## src/rtl/ps2_kbd_display.sv

```systemverilog
// PS/2 keyboard receiver with an 8-entry byte FIFO and a scan-code display.
// Shows the current key code as two hex digits and the key-press count as two decimal digits.
module ps2_kbd_display #(
  parameter int FIFO_DEPTH  = 8,
  parameter int SYNC_STAGES = 3
) (
  input  logic       clk,
  input  logic       rst,
  input  logic       ps2_clk,
  input  logic       ps2_data,
  input  logic       nextdata_n,
  output logic [7:0] data,
  output logic       ready,
  output logic       overflow,
  output logic [6:0] seg_code_lo,
  output logic [6:0] seg_code_hi,
  output logic [6:0] seg_cnt_lo,
  output logic [6:0] seg_cnt_hi
);

  localparam int AW = $clog2(FIFO_DEPTH);
  localparam logic [AW:0] FULL_CNT = FIFO_DEPTH[AW:0];

  typedef enum logic {IDLE, BRK} disp_state_t;

  function automatic logic [6:0] hex7(input logic [3:0] v);
    logic [6:0] s;
    case (v)
      4'h0: s = 7'h40; 4'h1: s = 7'h79; 4'h2: s = 7'h24; 4'h3: s = 7'h30;
      4'h4: s = 7'h19; 4'h5: s = 7'h12; 4'h6: s = 7'h02; 4'h7: s = 7'h78;
      4'h8: s = 7'h00; 4'h9: s = 7'h10; 4'hA: s = 7'h08; 4'hB: s = 7'h03;
      4'hC: s = 7'h46; 4'hD: s = 7'h21; 4'hE: s = 7'h06; default: s = 7'h0E;
    endcase
    return s;
  endfunction

  // Synchronisers idle high so reset never fakes a falling edge.
  logic [SYNC_STAGES-1:0] clk_sync_reg;
  logic [SYNC_STAGES-1:0] data_sync_reg;
  logic [3:0]             bit_cnt_reg;
  logic [9:0]             shift_reg;

  always_ff @(posedge clk or posedge rst) begin
    if (rst) begin
      clk_sync_reg  <= '1;
      data_sync_reg <= '1;
    end else begin
      clk_sync_reg  <= {clk_sync_reg[SYNC_STAGES-2:0], ps2_clk};
      data_sync_reg <= {data_sync_reg[SYNC_STAGES-2:0], ps2_data};
    end
  end

  logic ps2_fall;
  logic bit_in;
  logic frame_ok;
  assign ps2_fall = clk_sync_reg[SYNC_STAGES-1] & ~clk_sync_reg[SYNC_STAGES-2];
  assign bit_in   = data_sync_reg[SYNC_STAGES-1];
  // shift_reg[0] is the start bit, [8:1] the byte, [9] the odd parity bit.
  assign frame_ok = ps2_fall && (bit_cnt_reg == 4'd10) && !shift_reg[0] && bit_in
                    && (^shift_reg[9:1]);

  always_ff @(posedge clk or posedge rst) begin
    if (rst) begin
      bit_cnt_reg <= '0;
      shift_reg   <= '0;
    end else if (ps2_fall) begin
      shift_reg   <= {bit_in, shift_reg[9:1]};
      bit_cnt_reg <= (bit_cnt_reg == 4'd10) ? 4'd0 : bit_cnt_reg + 4'd1;
    end
  end

  logic [7:0]    mem_reg [FIFO_DEPTH];
  logic [AW-1:0] wr_ptr_reg;
  logic [AW-1:0] rd_ptr_reg;
  logic [AW:0]   count_reg;
  logic          overflow_reg;
  logic          full;
  logic          wr_do;
  logic          pop;

  assign full     = (count_reg == FULL_CNT);
  assign ready    = (count_reg != '0);
  assign pop      = ready && !nextdata_n;
  assign wr_do    = frame_ok && !full;
  assign data     = mem_reg[rd_ptr_reg];
  assign overflow = overflow_reg;

  genvar gi;
  generate
    for (gi = 0; gi < FIFO_DEPTH; gi++) begin : g_mem
      always_ff @(posedge clk or posedge rst) begin
        if (rst)
          mem_reg[gi] <= '0;
        else if (wr_do && wr_ptr_reg == AW'(gi))
          mem_reg[gi] <= shift_reg[8:1];
      end
    end
  endgenerate

  always_ff @(posedge clk or posedge rst) begin
    if (rst) begin
      wr_ptr_reg   <= '0;
      rd_ptr_reg   <= '0;
      count_reg    <= '0;
      overflow_reg <= 1'b0;
    end else begin
      if (wr_do)
        wr_ptr_reg <= wr_ptr_reg + 1'b1;
      if (pop)
        rd_ptr_reg <= rd_ptr_reg + 1'b1;
      case ({wr_do, pop})
        2'b10:   count_reg <= count_reg + 1'b1;
        2'b01:   count_reg <= count_reg - 1'b1;
        default: count_reg <= count_reg;
      endcase
      if (frame_ok && full)
        overflow_reg <= 1'b1;
    end
  end

  disp_state_t state_reg;
  logic        key_active_reg;
  logic [7:0]  code_reg;
  logic [3:0]  cnt_lo_reg;
  logic [3:0]  cnt_hi_reg;

  always_ff @(posedge clk or posedge rst) begin
    if (rst) begin
      state_reg      <= IDLE;
      key_active_reg <= 1'b0;
      code_reg       <= '0;
      cnt_lo_reg     <= '0;
      cnt_hi_reg     <= '0;
    end else if (pop) begin
      if (data == 8'hE0) begin
        state_reg <= state_reg;
      end else if (data == 8'hF0) begin
        state_reg <= BRK;
      end else if (state_reg == BRK) begin
        state_reg <= IDLE;
        if (data == code_reg)
          key_active_reg <= 1'b0;
      end else if (!(data == code_reg && key_active_reg)) begin
        // New key press; typematic repeats of the held key fall through untouched.
        code_reg       <= data;
        key_active_reg <= 1'b1;
        if (cnt_lo_reg == 4'd9) begin
          cnt_lo_reg <= 4'd0;
          cnt_hi_reg <= (cnt_hi_reg == 4'd9) ? 4'd0 : cnt_hi_reg + 4'd1;
        end else begin
          cnt_lo_reg <= cnt_lo_reg + 4'd1;
        end
      end
    end
  end

  always_ff @(posedge clk or posedge rst) begin
    if (rst) begin
      seg_code_lo <= 7'h7F;
      seg_code_hi <= 7'h7F;
      seg_cnt_lo  <= 7'h40;
      seg_cnt_hi  <= 7'h40;
    end else begin
      seg_code_lo <= key_active_reg ? hex7(code_reg[3:0]) : 7'h7F;
      seg_code_hi <= key_active_reg ? hex7(code_reg[7:4]) : 7'h7F;
      seg_cnt_lo  <= hex7(cnt_lo_reg);
      seg_cnt_hi  <= hex7(cnt_hi_reg);
    end
  end

endmodule

```

## config.mk

```make
export PLATFORM = sky130hd
export DESIGN_NAME = ps2_kbd_display
export DESIGN_NICKNAME = d
export VERILOG_FILES = /design/src/rtl/ps2_kbd_display.sv
export SDC_FILE = /design/constraint.sdc
export NUM_CORES = 1
export LEC_CHECK = 0
export BUFFER_PORTS_ARGS = -buffer_cell sky130_fd_sc_hd__buf_2
export CAP_MARGIN = 20
export CORE_ASPECT_RATIO = 0.9
export CORE_MARGIN = 4
export CORE_UTILIZATION = 48
export CTS_BUF_LIST = sky130_fd_sc_hd__clkbuf_2
export DETAILED_ROUTE_END_ITERATION = 10
export PLACE_DENSITY = 0.67
export SLEW_MARGIN = 20
export SYNTH_ARGS = -nofsm -noshare
export SYNTH_HDL_FRONTEND = slang
export SYNTH_SLANG_ARGS = --single-unit
```

## constraint.sdc

```tcl
create_clock -name clk -period 5.8 [get_ports clk]
set_input_delay 0.87 -clock clk [delete_from_list [all_inputs] [get_ports clk]]
set_output_delay 0.87 -clock clk [all_outputs]
set_load 0.01 [all_outputs]
```

==> impl_metrics.tcl, run 1 <==
set metrics [dict create \
    drtIter0Drc 261 \
    core_sq_um 14200 \
    final_cell_mix "dfrtp_1 (119), nand2_1 (76), mux2_2 (72), buf_2 (42), ha_1 (34)" \
    rr_worst_depth 12 \
    clkTransAtPathRegs_ns 0.22 \
    min_path_type "in2reg" \
    cts_setup_buffers 0 \
    drt.antenna.violating_nets 0 \
    peakVddDrop_mv 0.224 \
    antenna_found_initial 1 \
    dp_slack_ns 2.08 \
    start_kind "flop" \
    fmax_mhz 268 \
    yosysUniqueCellTypes 56 \
    hold_buffers 0 \
    r2r-end "count_reg[2]$_DFFE_PP0P_" \
    critical_path.top_delay_family "simple AND/OR/NAND/NOR gates" \
    slew_violations 0 \
    end_kind "flop" \
    numPortBuffers 42 \
    grt_pass1_wl_microns 22400 \
    setup_viol 0 \
    clock-sinks 141 \
    globalplace.congestion 0.813 \
    crit_fanout 14 \
    cts_root_buf "clkbuf_2" \
    ys_seq_area_frac 0.505 \
    final_common_cell "dfrtp_1" \
    gr-total-overflow 0 \
    core.rowCount 41 \
    ios 43 \
    area_growth_syn_to_layout_pct 8.75 \
    synthFlopType "dfrtp_1" \
    tritoncts "done" \
    largest_register_ffs 64 \
    min_period_ns 3.73 \
    synthCells 597 \
    grt_max_degree 100 \
    finalWirelength_microns 13700 \
    synth_top_area_cell "dfrtp_1" \
    post-synth-top-area-fraction 0.423 \
    cp_cell_sequence "nor2b_1, nand2_1, nor4b_1, and4_1, inv_1, ha_1, xor2_1, ha_1, a21oi_1, xor2_1, nor2_1, xor2_1" \
    drc 0 \
    synthArstFlopShare 1.00 \
    dr.pass1.iters 4 \
    tns_ns 0 \
    die_area_sq_um 16700 \
    initial_core_util 0.495 \
    power.density_nw_per_um2 441 \
    whs_endpoint "data_sync_reg[0]$_DFF_PP1_" \
    cts_made_buffers 17 \
    p_leak_uw 0.00372 \
    avgSynthCellArea_sq_um 11.8 \
    die_h_microns 123 \
    nets 667 \
    whs_path_depth 1 \
    synth.top_cells.by_area "dfrtp_1 (42%), mux2_2 (12%), dfstp_2 (8.2%)" \
    slew_headroom 0.424 \
    synth_edf_count 0 \
    critical_path.max_stage_delay_ns 0.64 \
    rsz0062_at_grt "no" \
    via_per_inst 5.40 \
    period_share 0.642 \
    cp.buffers_inverters 1 \
    r2r_slack_ns 2.07 \
    cts-resized-gates 0 \
    hpwl_microns 9340 \
    synth_area_sq_um 7040 \
    crit_path_frequent_cell "xor2_1" \
    grt_pass1_vias 4414 \
    layout-drive-gt1-share 0.296 \
    cpMaxStageDelayCell "nor2b_1" \
    ys_seq_elements 141 \
    drt-wirelength-per-cell_microns 16.4 \
    worstSetupPathType "reg2reg" \
    hold_viol_final 0 \
    clock_path_buffers 2 \
    vias 4511 \
    dp.cells 801 \
    worstPathRequired_ns 6.43 \
    layout_setup_ws_ns 2.07 \
    r2r_start "clk_sync_reg[2]$_DFF_PP1_" \
    die_x_microns 136 \
    max_cap_viol_count 0 \
    insertion_delay_ns 0.71 \
    skew_ns 0.0389 \
    grt_usage 0.174 \
    worstPathArrival_ns 4.35 \
    worstHoldStart "ps2_data" \
    yosys_warnings 0 \
    cts-htree-levels 4 \
    status "complete, no violations" \
    finalNonFillerCells 836 \
    tightest_slew_ns 0.865 \
    synth_fp_nets 636 \
]
==> where the power goes <==
group	internal (uW)	switching [uW]	total (uW)
Clock	284	371	655
Combinational	566	662	1230
Sequential	1220	280	1500
==> worst register-to-register path: stages, from the launching register on <==
cell	delay, ns
dfstp_2	0.57
nor2b_1	0.64
nand2_1	0.20
nor4b_1	0.43
and4_1	0.52
inv_1	0.12
ha_1	0.29
xor2_1	0.17
ha_1	0.19
a21oi_1	0.14
xor2_1	0.16
nor2_1	0.07
xor2_1	0.14
==> cells by family (layout without fill, tap and decap cells) <==
| kind of cell | after synthesis | in the layout | synth area share |
|---|---|---|---|
| mux | 108 | 108 | 0.190 |
| buf+inv | 58 | 102 | 0.0354 |
| compound gates | 87 | 87 | 0.0843 |
| other cells | 0 | 2 | 0 |
| fa+ha+maj | 34 | 34 | 0.0604 |
| simple gates | 147 | 147 | 0.0942 |
| flops | 141 | 141 | 0.505 |
| xor+xnor | 22 | 22 | 0.0304 |
==> Yosys cell counts (all sizes together), types with 3 or more instances <==
| cell | count |
|---|---|
| mux4 | 13 |
| xor2 | 6 |
| a22o | 6 |
| mux2i | 19 |
| o22ai | 8 |
| mux2 | 76 |
| inv | 25 |
| a21o | 5 |
| nand3 | 12 |
| clkbuf | 26 |
| nor2 | 23 |
| xnor2 | 15 |
| nand2 | 76 |
| o31ai | 3 |
| a21oi | 10 |
| ha | 34 |
| o21ai | 30 |
| o211ai | 3 |
| buf | 7 |
| nor2b | 9 |
| nand2b | 6 |
| o21a | 3 |
| dfstp | 22 |
| dfrtp | 119 |
| nor3 | 5 |
| a31oi | 4 |
| and2 | 4 |
==> layer usage <==
| layer | vias up | track usage | part of all wire |
|---|---|---|---|
| li1 | 2153 | - | - |
| met1 | 2261 | 0.236 | 0.47 |
| met2 | 78 | 0.272 | 0.47 |
| met3 | 19 | 0.0480 | 0.041 |
| met4 | 0 | 0.0623 | 0.017 |
| met5 | - | 0 | 0 |
==> how the worst max path moves through the flow <==
stage / start / to / slack (ns) / cells after the start
2_1_floorplan: rst / bit_cnt_reg[0]$_DFFE_PP0N_ / 1.19 / 1
3_3_place_gp: clk_sync_reg[2]$_DFF_PP1_ / count_reg[2]$_DFFE_PP0P_ / 2.22 / 12
3_5_place_dp: clk_sync_reg[2]$_DFF_PP1_ / count_reg[2]$_DFFE_PP0P_ / 2.08 / 12
4_1_cts: clk_sync_reg[2]$_DFF_PP1_ / count_reg[2]$_DFFE_PP0P_ / 2.05 / 12
5_1_grt: clk_sync_reg[2]$_DFF_PP1_ / count_reg[2]$_DFFE_PP0P_ / 1.73 / 12
6_report: clk_sync_reg[2]$_DFF_PP1_ / count_reg[2]$_DFFE_PP0P_ / 2.07 / 12
==> layout make-up <==
class | count | area (sq um)
tap | 193 | 241
sequential | 141 | 3560
inverter | 25 | 98.8
multi-input combinational | 398 | 3230
clock inverter | 15 | 195
fill | 1223 | 6560
clock buffer | 17 | 85.1
timing repair buffer | 45 | 239
antenna | 2 | 5.00
==> through the flow <==
stage,total power [uW],area [sq um],hold slack [ns],utilization
3_3_place_gp,2690,7360,0.346,0.518
6_report,3380,7650,0.232,0.539
3_5_place_dp,2750,7360,0.347,0.518
4_1_cts,3400,7640,0.157,0.537
2_1_floorplan,2430,7040,0.345,-
5_1_grt,3620,7650,0.128,0.539
(Power assumes the default switching activity.)
==> run 2, diff against run 1 <==
- PLACE_DENSITY: 0.67 -> 0.7
- clock period: 5.8 -> 3.1 ns (I/O delays scaled with it)
==> run 2 against run 1 <==
Net effect: via count rose by 2.8%; combinational power rose by 98%; total power rose by 81%; final cell count rose by 1.9%; setup slack got worse by 1.9 ns; worst hold slack got worse by 0.012 ns; die area did not move; non-clock buffer count rose by 17; critical path type unchanged; largest cell class unchanged; largest power group unchanged.
==> impl_metrics.tcl, run 2 (same netlist as run 1, synthesis figures left out) <==
set metrics [dict create \
    hold_viol_final 0 \
    nets 684 \
    core_sq_um 14200 \
    grt_pass1_wl_microns 23500 \
    drc 0 \
    min_path_type "in2reg" \
    drtIter0Drc 246 \
    clkTransAtPathRegs_ns 0.18 \
    num-fill-cells 1204 \
    cp_cell_sequence "mux4_2, mux2_2, nor4_1, a311oi_2, o41ai_4, buf_6, nor2_1, mux2_1" \
    fmax_mhz 341 \
    worstSetupPathType "reg2reg" \
    grt_pass1_vias 4556 \
    hpwl_microns 10000 \
    tritoncts "done" \
    vias 4639 \
    crit_fanout 17 \
    setup_viol 0 \
    cts-htree-levels 4 \
    largest_register_ffs 64 \
    grt_usage 0.182 \
    via_per_inst 5.44 \
    status "complete, no violations" \
    die_area_sq_um 16700 \
    max_cap_viol_count 0 \
    finalNonFillerCells 852 \
    die_h_microns 123 \
    period_share 0.947 \
    clock-sinks 141 \
    grt_max_degree 83 \
    dr.pass1.iters 5 \
    die_x_microns 136 \
    layout-drive-gt1-share 0.312 \
    min_period_ns 2.94 \
    globalplace.congestion 0.794 \
    cts_root_buf "clkbuf_2" \
    drt-wirelength-per-cell_microns 16.8 \
    final_common_cell "dfrtp_1" \
    worstPathRequired_ns 3.69 \
    finalWirelength_microns 14300 \
    slew_violations 0 \
    end_kind "flop" \
    initial_core_util 0.495 \
    dp.cells 813 \
    numPortBuffers 42 \
    p_leak_uw 0.00376 \
    antenna_found_initial 1 \
    cts_made_buffers 17 \
    slew_headroom 0.561 \
    cpMaxStageDelayCell "dfrtp_1" \
    ios 43 \
    start_kind "flop" \
    critical_path.max_stage_delay_ns 0.76 \
    worstPathArrival_ns 3.53 \
    gr-total-overflow 0 \
    insertion_delay_ns 0.69 \
    drt.antenna.violating_nets 0 \
    tightest_slew_ns 0.657 \
    core.rowCount 41 \
    final_cell_mix "dfrtp_1 (116), nand2_1 (76), mux2_2 (72), buf_2 (42), ha_1 (34)" \
    peakVddDrop_mv 0.318 \
    skew_ns 0.0459 \
    power.density_nw_per_um2 790 \
    clock_path_buffers 2 \
    fin_util 0.545 \
    area_growth_syn_to_layout_pct 9.95 \
]
run 2: worst max-delay path, delay by kind of cell, from the launching register on:
| family | cells | cell delay, ns |
|---|---|---|
| AOI/OAI and AO/OA | 2 | 0.32 |
| and+or+nand+nor | 2 | 0.51 |
| buffers and inverters | 1 | 0.23 |
| muxes | 3 | 1.04 |
| DFF | 1 | 0.76 |
run 2: final timing paths:
| check | start | to | slack, ns | cells past startpoint |
|---|---|---|---|---|
| max | rd_ptr_reg[2]$_DFFE_PP0P_ | cnt_hi_reg[2]$_DFFE_PP0P_ | 0.16 | 8 |
| max reg2reg | rd_ptr_reg[2]$_DFFE_PP0P_ | cnt_hi_reg[2]$_DFFE_PP0P_ | 0.16 | 8 |
| min | nextdata_n | rd_ptr_reg[0]$_DFFE_PP0P_ | 0.22 | 4 |
| max in group asynchronous | rst | seg_code_lo[2]$_DFF_PP1_ | 1.84 | 4 |
| min in group asynchronous | rst | mem_reg[59]$_DFFE_PP0P_ | 0.39 | 3 |
| min reg2reg | data_sync_reg[1]$_DFF_PP1_ | data_sync_reg[2]$_DFF_PP1_ | 0.37 | 0 |
run 2: routing by layer:
metal / track usage / wire length (microns) / part of all wire / up-vias
met5: 0 / 0 / 0 / -
met4: 0.0586 / 185 / 0.013 / 0
met3: 0.0422 / 520 / 0.036 / 17
met2: 0.289 / 6790 / 0.47 / 84
met1: 0.249 / 6830 / 0.48 / 2349
li1: - / - / - / 2189
run 2: stage by stage:
stage / total power [uW] / worst slack, ns / TNS (ns) / area [sq um] / hold slack (ns)
final: 6110 / 0.165 / 0 / 7740 / 0.220
after detailed placement: 5220 / 0.0345 / 0 / 7470 / 0.348
after global placement: 5090 / 0.148 / 0 / 7470 / 0.346
after floorplan: 4540 / 0.151 / 0 / 7040 / 0.345
after global routing: 6590 / -0.0186 / -0.0186 / 7740 / 0.160
after CTS: 6140 / 0.00593 / 0 / 7690 / 0.143
run 2: repair_timing:
item                                    in CTS  in global routing
hold endpoints to repair                    22                  0
hold buffers                                 3                  0
setup buffers                                0                  3
endpoints found under the setup margin       0                 37
gates resized for setup                      0                  7
run 2: final cells by class:
cell class / instances / area (sq um) / area share
clock inverters: 11 / 81.3 / 0.0105
flip-flops and latches: 141 / 3560 / 0.460
repair buffers: 62 / 397 / 0.0512
diodes: 1 / 2.50 / 0.000323
inverters: 25 / 97.6 / 0.0126
well taps: 193 / 241 / 0.0312
multi-input cells: 398 / 3260 / 0.421
clock buffers: 21 / 105 / 0.0136
run 2: power breakdown:
part | switching (uW) | internal, uW | leakage, uW
Sequential | 495 | 2280 | 0.00181
Clock | 619 | 285 | 0.000119
Combinational | 1300 | 1130 | 0.00183
